===== src/rtl/prefix_sub_8b_pipe.sv =====
`default_nettype none
// ============================================================================
// Module   : prefix_sub_8b_pipe
// Purpose  : 8-bit two's-complement subtractor (diff = a - b) built on a
//            Kogge-Stone parallel-prefix carry tree. The work is split over
//            three register stages with valid/ready handshakes on both
//            sides. The block also reports unsigned borrow, signed overflow
//            and zero flags.
// Ports    : clk, rst            - clock, synchronous active-high reset
//            in_valid/in_ready   - operand handshake (a = minuend, b = subtrahend)
//            out_valid/out_ready - result handshake
//            diff                - (a - b) mod 256
//            borrow              - 1 when a < b unsigned
//            ovf                 - signed overflow
//            zero                - 1 when diff == 0
// Revision : 1.0 - initial release
// ============================================================================
module prefix_sub_8b_pipe #(
  parameter int WIDTH      = 8,
  parameter int PIPE_DEPTH = 3
) (
  input  logic             clk,
  input  logic             rst,
  input  logic             in_valid,
  output logic             in_ready,
  input  logic [WIDTH-1:0] a,
  input  logic [WIDTH-1:0] b,
  output logic             out_valid,
  input  logic             out_ready,
  output logic [WIDTH-1:0] diff,
  output logic             borrow,
  output logic             ovf,
  output logic             zero
);

  // The datapath below is written for exactly 8 bits and three stages.
  generate
    if ((WIDTH != 8) || (PIPE_DEPTH != 3)) begin : g_bad_cfg
      $error("prefix_sub_8b_pipe supports only WIDTH=8 and PIPE_DEPTH=3");
    end
  endgenerate

  // --------------------------------------------------------------------------
  // Handshake: each stage moves when it is empty or its successor moves.
  // --------------------------------------------------------------------------
  logic s1_valid, s2_valid, s3_valid;
  logic adv1, adv2, adv3;

  assign adv3      = ~s3_valid | out_ready;
  assign adv2      = ~s2_valid | adv3;
  assign adv1      = ~s1_valid | adv2;
  assign in_ready  = adv1;
  assign out_valid = s3_valid;

  // --------------------------------------------------------------------------
  // Stage 0 (combinational): generate/propagate of a + ~b
  // --------------------------------------------------------------------------
  logic [7:0] bn, g_in, p_in;

  assign bn   = ~b;
  assign g_in = a & bn;
  assign p_in = a ^ bn;

  logic [7:0] s1_p, s1_g;
  logic       s1_a7, s1_b7;

  always_ff @(posedge clk) begin
    if (rst) begin
      s1_valid <= 1'b0;
      s1_p     <= 8'h00;
      s1_g     <= 8'h00;
      s1_a7    <= 1'b0;
      s1_b7    <= 1'b0;
    end else if (adv1) begin
      s1_valid <= in_valid;
      if (in_valid) begin
        s1_p  <= p_in;
        s1_g  <= g_in;
        s1_a7 <= a[7];
        s1_b7 <= b[7];
      end
    end
  end

  // --------------------------------------------------------------------------
  // Stage 1 -> 2: Kogge-Stone prefix tree, three combine levels.
  // The carry-in of 1 is folded into bit 0 so gk[3][i] is the carry out of
  // bit i. Group propagate of the last level is never needed, so only three
  // propagate levels exist.
  // --------------------------------------------------------------------------
  logic [3:0][7:0] gk;
  logic [2:0][7:0] pk;

  assign gk[0] = {s1_g[7:1], s1_g[0] | s1_p[0]};
  assign pk[0] = s1_p;

  genvar lvl, i;
  generate
    for (lvl = 0; lvl < 3; lvl++) begin : g_lvl
      for (i = 0; i < 8; i++) begin : g_bit
        if (i >= (1 << lvl)) begin : g_comb
          assign gk[lvl+1][i] = gk[lvl][i] | (pk[lvl][i] & gk[lvl][i-(1<<lvl)]);
          if (lvl < 2) begin : g_prop
            assign pk[lvl+1][i] = pk[lvl][i] & pk[lvl][i-(1<<lvl)];
          end
        end else begin : g_pass
          assign gk[lvl+1][i] = gk[lvl][i];
          if (lvl < 2) begin : g_prop
            assign pk[lvl+1][i] = pk[lvl][i];
          end
        end
      end
    end
  endgenerate

  logic [7:0] s2_c, s2_p;
  logic       s2_a7, s2_b7;

  always_ff @(posedge clk) begin
    if (rst) begin
      s2_valid <= 1'b0;
      s2_c     <= 8'h00;
      s2_p     <= 8'h00;
      s2_a7    <= 1'b0;
      s2_b7    <= 1'b0;
    end else if (adv2) begin
      s2_valid <= s1_valid;
      if (s1_valid) begin
        s2_c  <= gk[3];
        s2_p  <= s1_p;
        s2_a7 <= s1_a7;
        s2_b7 <= s1_b7;
      end
    end
  end

  // --------------------------------------------------------------------------
  // Stage 2 -> 3: sum XOR and flags. Bit 0 sees the carry-in of 1.
  // --------------------------------------------------------------------------
  logic [7:0] sum;
  logic       ovf_next;

  assign sum      = s2_p ^ {s2_c[6:0], 1'b1};
  assign ovf_next = (s2_a7 ^ s2_b7) & (sum[7] ^ s2_a7);

  // Output flops only load on a real result so the outputs stay frozen
  // while the consumer stalls.
  always_ff @(posedge clk) begin
    if (rst) begin
      s3_valid <= 1'b0;
      diff     <= 8'h00;
      borrow   <= 1'b0;
      ovf      <= 1'b0;
      zero     <= 1'b0;
    end else if (adv3) begin
      s3_valid <= s2_valid;
      if (s2_valid) begin
        diff   <= sum;
        borrow <= ~s2_c[7];
        ovf    <= ovf_next;
        zero   <= ~|sum;
      end
    end
  end

endmodule
`default_nettype wire

===== config.mk =====
export PLATFORM = sky130hd
export DESIGN_NAME = prefix_sub_8b_pipe
export DESIGN_NICKNAME = d
export VERILOG_FILES = /design/src/rtl/prefix_sub_8b_pipe.sv
export SDC_FILE = /design/constraint.sdc
export NUM_CORES = 1
export LEC_CHECK = 0
export BUFFER_PORTS_ARGS = -buffer_cell sky130_fd_sc_hd__buf_2
export CORE_MARGIN = 1.5
export CORE_UTILIZATION = 39
export DETAILED_ROUTE_END_ITERATION = 10
export GPL_TIMING_DRIVEN = 0
export PLACE_DENSITY_LB_ADDON = 0.25
export SYNTH_ARGS = -nofsm -noshare
export SYNTH_HDL_FRONTEND = slang
export SYNTH_SLANG_ARGS = --single-unit

===== constraint.sdc =====
create_clock -name clk -period 3.7 [get_ports clk]
set_input_delay 0.37 -clock clk [delete_from_list [all_inputs] [get_ports clk]]
set_output_delay 0.37 -clock clk [all_outputs]
set_load 0.02 [all_outputs]

# Word-level counts from Yosys, hierarchy flattened
# Cells that the tools add are included.
# word_totals
regBits	50
word_cells	79
output_inout_bits	13
inputBits	20
# op_classes
bitwise_logic	59
reduce_logical	5
# op_table
operator	count
AND 1 bit	28
bitwise OR 1 bit	21
bitwise XOR 8 bit	2
AND 8 bit	1
NOT 8 bit	1
OR reduction 8 bit	1
AND reduction 2 bit	3
NOT 1 bit	4
bitwise XOR 1 bit	2
zero test 1 bit	1

# Longest topological paths before layout
# Gate-level depths: netlist (run 1).
# depth
ltp_word	7
ltp_mapped	6

# Worst setup path before layout (run 1)
# OpenSTA, ideal clock, no wires.
# synth_timing
path_kind	reg-to-reg
from	register s3_valid (netlist: out_valid)
to	register s1_p[4]
arrival_ps	1377
stages_incl_launch_ff	6
slack_ps	2252
t_required_ps	3630
path_cell_list	dfxtp_1 -> nand4b_1 -> nand2_2 -> buf_4 -> nand2_1 -> a21oi_1
# synth_via
elab_chain_len	5
# synth_rtl
element	line_no	rtl
from (decl)	46	logic s1_valid, s2_valid, s3_valid;
from (signal assigned)	156	s3_valid <= s2_valid;
NOT 1 bit	49	assign adv3 = ~s3_valid | out_ready;
bitwise OR 1 bit	49	
bitwise OR 1 bit	50	assign adv2 = ~s2_valid | adv3;
bitwise OR 1 bit	51	assign adv1 = ~s1_valid | adv2;
via in_ready	25	output logic in_ready,
AND reduction 2 bit (no source line)	n/a	
to (signal assigned)	77	s1_p <= p_in;
to (decl)	64	logic [7:0] s1_p, s1_g;
# The timed path passes the listed nets, and every way through them passes these cells.
# A chain may end at the register's enable or synchronous reset.

# Final worst setup path (run 1)
# layout_timing
from	register s1_valid
to	output in_ready
# layout_via
elab_chain_len	2
# layout_rtl
element	line_no	rtl
from (decl)	46	
from (signal assigned)	75	s1_valid <= in_valid;
NOT 1 bit	51	
bitwise OR 1 bit	51	
to (decl)	25	
# Every way passes these cells.

==> metrics.txt, run 1 <==
most frequent cells in the layout 62 x nand2_1, 50 x dfxtp_1, 33 x a21oi_1; total power draw 1.02 mW; register bit total from synthesis 50; Req. time, crit path 3.33 ns; I/O Pins 33; maximum fanout along the worst path 5; post-synthesis cell area 0.00214 sq mm; Least-Margin Pin Slew 0.583 ns; post-synth top area share 0.468; drt first-iter violations 60; Root Buffer clkbuf_8; Antenna Nets Post-Route 0; status finished clean; post-synthesis cell type with the largest combined area dfxtp_1; Final Hold Viols 0; number of port buffers 31; hold_ws 0.319 ns; Global Route Usage Sum 0.163; Layout Nets 323; vias per cell 4.83; Post-synth ARST share 0; fraction of layout cells with a size suffix above 1 0.172; Wirelength per Cell 12.2 um; final period utilization 0.416; largest cells by area after synthesis dfxtp_1 47%, nand2_1 11%, a21oi_1 7.7%; Post-CTS Hold Buffers 0; buffer levels on the longest clock path 2; synthesized instance count 257; Hold Path Class primary input to flop; area grow syn2layout 15.6%; # clock sinks 50; sequential area share after synthesis 0.468; CP Capture Type primary output; EDFF count, synth 0; DPL Wire Length 3360 um; Worst-path clk slew 0.08 ns; RD Place Congestion 0.813; Avg Cell Area, Syn 8.33 sq um; Initial DRT Pass Iterations 4; Power Density 413 mW/mm^2; die height 77.1 um; TNS Setup 0 ns; Vias 1769; Core Rows 26; post-CTS setup buffers 0; Pleak 1.01 nW; largest net degree at the start of global routing 15; fillers 546; Setup violations, final 0; aggregate routed wire length 4470 um; Max Clock Freq 649 MHz; htree depth 2; Resize count post-CTS 0; Rel. slew slack 0.611; unrepaired setup endpoints after global routing false; Die Wd 77.1 um; cts bufs inserted 5; Mapped Nets 285; YS warnings 0; startpoint class of the critical path flop; first-pass GRT wire length 7730 um; max-slew violation count 0; Crit Path Class flop to primary output; initial antenna violation count 0; antenna cell count 0; Worst EP arrival 1.17 ns; Initial Utilization 0.411; DRC viols 0; vias in the first global route 1642; Clock Latency Late Sink 0.30 ns; Die ar. 0.00594 sq mm; CTS tree yes; Core ar. 0.00520 sq mm; Min Clock Period, post-route 1.54 ns; Worst Skew 0.00821 ns; most common cell after layout, fill and taps aside nand2_1; Max Cap Viol 0; peak supply drop 0.000172 V; Primary FF master, synth dfxtp_1; distinct cell type count after synthesis 42; total congestion overflow 0
==> where the power goes <==
part	total, mW	switching, mW	internal [mW]	leakage (nW)
Clock	0.326	0.175	0.151	0.0482
Combinational	0.114	0.0671	0.0464	0.553
Sequential	0.583	0.0207	0.562	0.409
==> final timing paths <==
| check | slack (ns) | to | from | cells past startpoint |
|---|---|---|---|---|
| setup reg to reg | 2.26 | s2_p[4] | out_valid | 5 |
| hold reg to reg | 0.46 | s2_a7 | s1_a7 | 2 |
| setup / recovery | 2.16 | in_ready | s1_valid | 2 |
| hold / removal | 0.32 | s1_b7 | b[7] | 3 |
==> layout make-up <==
| type | instances | area (sq um) | share of cell area |
|---|---|---|---|
| multi-input cells | 179 | 996 | 0.402 |
| repair buffers | 31 | 155 | 0.0627 |
| flip-flops and latches | 50 | 1000 | 0.404 |
| clock inverters | 1 | 5.00 | 0.00202 |
| inverters | 14 | 52.6 | 0.0212 |
| clock buffers | 7 | 86.3 | 0.0349 |
| well taps | 70 | 87.6 | 0.0354 |
| plain buffers | 14 | 91.3 | 0.0369 |
==> logic make-up (layout without fill, tap and decap cells) <==
logic type / count (synthesis) / count (layout) / share of synthesized area
and+or+nand+nor: 105 / 105 / 0.215
AOI/OAI and AO/OA: 57 / 57 / 0.165
DFF: 50 / 50 / 0.468
buffers and inverters: 28 / 67 / 0.0672
adders and majority gates: 8 / 8 / 0.0468
xor gates and xnor gates: 7 / 7 / 0.0286
muxes: 2 / 2 / 0.00935
==> worst max-delay path, cell delays in order, from the launching register on <==
cell	delay, ns
dfxtp_1	0.45
nand4b_1	0.20
buf_2	0.21
==> state kept, by name (all words and copies together) (netlist names) <==
| signal | cells |
|---|---|
| out_valid | 1 |
| s1_a7 | 1 |
| diff | 8 |
| s1_g | 8 |
| s2_valid | 1 |
| s2_c | 8 |
| zero | 1 |
| s1_b7 | 1 |
| ovf | 1 |
| s2_p | 8 |
| s1_valid | 1 |
| borrow | 1 |
| s2_a7 | 1 |
| s2_b7 | 1 |
| s1_p | 8 |
==> cells in the mapped netlist (2+ instances only) <==
cell / n
nand4_1: 4
nand2b_1: 2
ha_1: 8
xnor2_1: 4
buf_6: 3
inv_1: 14
a31oi_1: 2
a211oi_1: 7
a311oi_1: 2
nand2_1: 62
clkbuf_1: 5
dfxtp_1: 50
o21ai_0: 4
nor2_1: 21
nor3_1: 4
a21oi_1: 33
xor2_1: 3
buf_4: 4
mux2i_1: 2
==> layer usage <==
layer	routed length (um)	track usage
met2	1970	0.251
met1	2240	0.220
met4	46	0.0491
met5	0	0
met3	213	0.0500
==> through the flow <==
step / worst slack (ns) / instances / util / area [sq um]
2_1_floorplan: 2.25 / 257 / - / 2140
3_3_place_gp: 2.11 / 358 / 0.458 / 2380
3_5_place_dp: 2.07 / 358 / 0.458 / 2380
4_1_cts: 2.14 / 366 / 0.475 / 2470
5_1_grt: 2.05 / 366 / 0.475 / 2470
6_report: 2.16 / 366 / 0.475 / 2470
Power figures use the tool's default switching activity.
==> inputs of run 2 (changes only) <==
==> constraint.sdc (replaced) <==
create_clock -name clk -period 1.4 [get_ports clk]
set_input_delay 0.14 -clock clk [delete_from_list [all_inputs] [get_ports clk]]
set_output_delay 0.14 -clock clk [all_outputs]
set_load 0.02 [all_outputs]
==> metrics.txt, run 2 (synthesized netlist as in run 1, its figures left out) <==
Vias 1839 (+4.0%); Layout Nets 327 (+1.2%); clock share of power 0.391 (+0.072); P_sw 0.723 mW (+170%); RD Place Congestion 0.798 (-1.9%); CP Capture Type flop; number of port buffers 31 (unchanged); Max Cap Viol 0 (unchanged); Setup violations, final 0 (unchanged); peak supply drop 0.000589 V (+240%); reg-to-reg setup timing slack 0.06 ns (-2.20 ns); aggregate routed wire length 4620 um (+3.4%); Global Route Usage Sum 0.161 (-0.00221); Core Rows 26 (unchanged); Antenna Nets Post-Route 0 (unchanged); Initial DRT Pass Iterations 4 (unchanged); slowest stage cell, crit path dfxtp_2; sequential share of power 0.504 (-0.066); sw frac 0.236 (-0.0210); met3 Use GR 0.0381 (-0.0119); Pleak 1.05 nW (+4.3%); Rel. slew slack 0.548 (-0.0634); max-slew violation count 0 (unchanged); Req. time, crit path 1.63 ns (-1.70 ns); total congestion overflow 0 (unchanged); status finished clean; Final Hold Viols 0 (unchanged); antenna cell count 0 (unchanged); DRC viols 0 (unchanged); crit-path most repeated cell buf_6; fraction of layout cells with a size suffix above 1 0.217 (+0.0444); die height 77.1 um (unchanged); Initial Utilization 0.411 (unchanged); CTS tree yes; met2 global-route usage 0.271 (+0.0195); Wirelength per Cell 12.5 um (+2.2%); combinational power share 0.105 (-0.006); Core ar. 0.00520 sq mm (unchanged); Power Density 1180 mW/mm^2 (+190%); most common cell after layout, fill and taps aside nand2_1; first-pass GRT wire length 7690 um (-0.45%); initial antenna violation count 0 (unchanged); CP Cell Sequence and3b_1 > buf_6 > a21oi_4 > buf_6 > nand2_1 > a21oi_2; unrepaired setup endpoints after global routing true; largest net degree at the start of global routing 17 (+2); Least-Margin Pin Slew 0.678 ns (+0.0951 ns); CP max stage delay 0.34 ns (-0.11 ns); most frequent cells in the layout 62 x nand2_1, 47 x dfxtp_1, 32 x buf_2; Post-Route Utilization 0.497 (+0.0216); grt met1 use 0.211 (-0.00863); Max Clock Freq 746 MHz; busiest grt layer met2; Worst EP arrival 1.57 ns (+0.40 ns); Min Clock Period, post-route 1.34 ns; final period utilization 0.958; internal power 2.34 mW (+210%); drt first-iter violations 101 (+68%); DPL Wire Length 3430 um (+2.0%); Die Wd 77.1 um (unchanged); Worst-path clk slew 0.10 ns (+0.02 ns); cts bufs inserted 5 (unchanged); vias per cell 4.97 (+2.8%); maximum fanout along the worst path 8 (+3); Worst Skew 0.0101 ns (+0.00187 ns); Clock Latency Late Sink 0.30 ns (about the same); buffer levels on the longest clock path 2 (unchanged); vias in the first global route 1679 (+2.3%); # clock sinks 50 (unchanged); area grow syn2layout 20.9%; I/O Pins 33 (unchanged); Die ar. 0.00594 sq mm (unchanged); htree depth 2 (unchanged); Crit Path Class flop to flop; Hold Path Class primary input to flop; hold_ws 0.0970 ns (-0.222 ns); startpoint class of the critical path flop; Root Buffer clkbuf_8
-- run 2: worst max-delay path: cells and delay by family (launching register included) --
kind / cells / cell delay (ns)
AOI/OAI and AO/OA: 2 / 0.38
and+or+nand+nor: 2 / 0.26
DFF: 1 / 0.34
buffers and inverters: 2 / 0.30
-- run 2: final timing paths --
check / startpoint / end / depth (start not counted)
worst max-delay path: out_valid / s1_p[5] / 6
worst min-delay path: b[7] / s1_b7 / 3
worst max register to register: out_valid / s1_p[5] / 6
worst min register to register: s1_a7 / s1_a7 / 2
-- run 2: metal layers --
metal	up-vias	routed length, um
met5	-	0
li1	949	-
met2	29	2190
met3	0	172
met1	861	2260
met4	0	0
-- run 2: final cells by class --
class                           instances  area (sq um)
Fill cell                             543          2620
Multi-Input combinational cell        179          1020
Sequential cell                        50          1000
Timing Repair Buffer                   35           189
Buffer                                 14          91.3
Tap cell                               70          87.6
Clock buffer                            5          68.8
Clock inverter                          3          68.8
Inverter                               14          52.6
-- run 2: stage by stage --
stage | instances | cell area [sq um] | TNS (ns) | setup WS (ns) | total power, mW
after floorplan | 257 | 2140 | 0 | 0.0360 | 1.77
after detailed placement | 358 | 2380 | 0 | 0.00604 | 1.88
after global routing | 370 | 2590 | -0.0279 | -0.0106 | 3.20
after global placement | 358 | 2380 | -0.00450 | -0.00450 | 1.87
final | 370 | 2590 | 0 | 0.0592 | 3.06
after CTS | 366 | 2530 | 0 | 0.00124 | 3.07
-- run 2: what timing repair did --
| item | CTS | global route |
|---|---|---|
| gates resized for setup | 1 | 12 |
| setup buffers | 0 | 3 |
| pin swaps | 0 | 2 |
| hold buffers | 0 | 0 |
| setup endpoints to repair | 1 | 17 |
| gates cloned | 0 | 1 |
-- run 2: power groups by stage --
stage	Combinational, mW	Clock, mW	Sequential (mW)
after global routing	0.363	1.29	1.55
after CTS	0.305	1.22	1.54
after detailed placement	0.304	0	1.58
final	0.321	1.20	1.54
after global placement	0.299	0	1.57
after floorplan	0.194	0	1.58
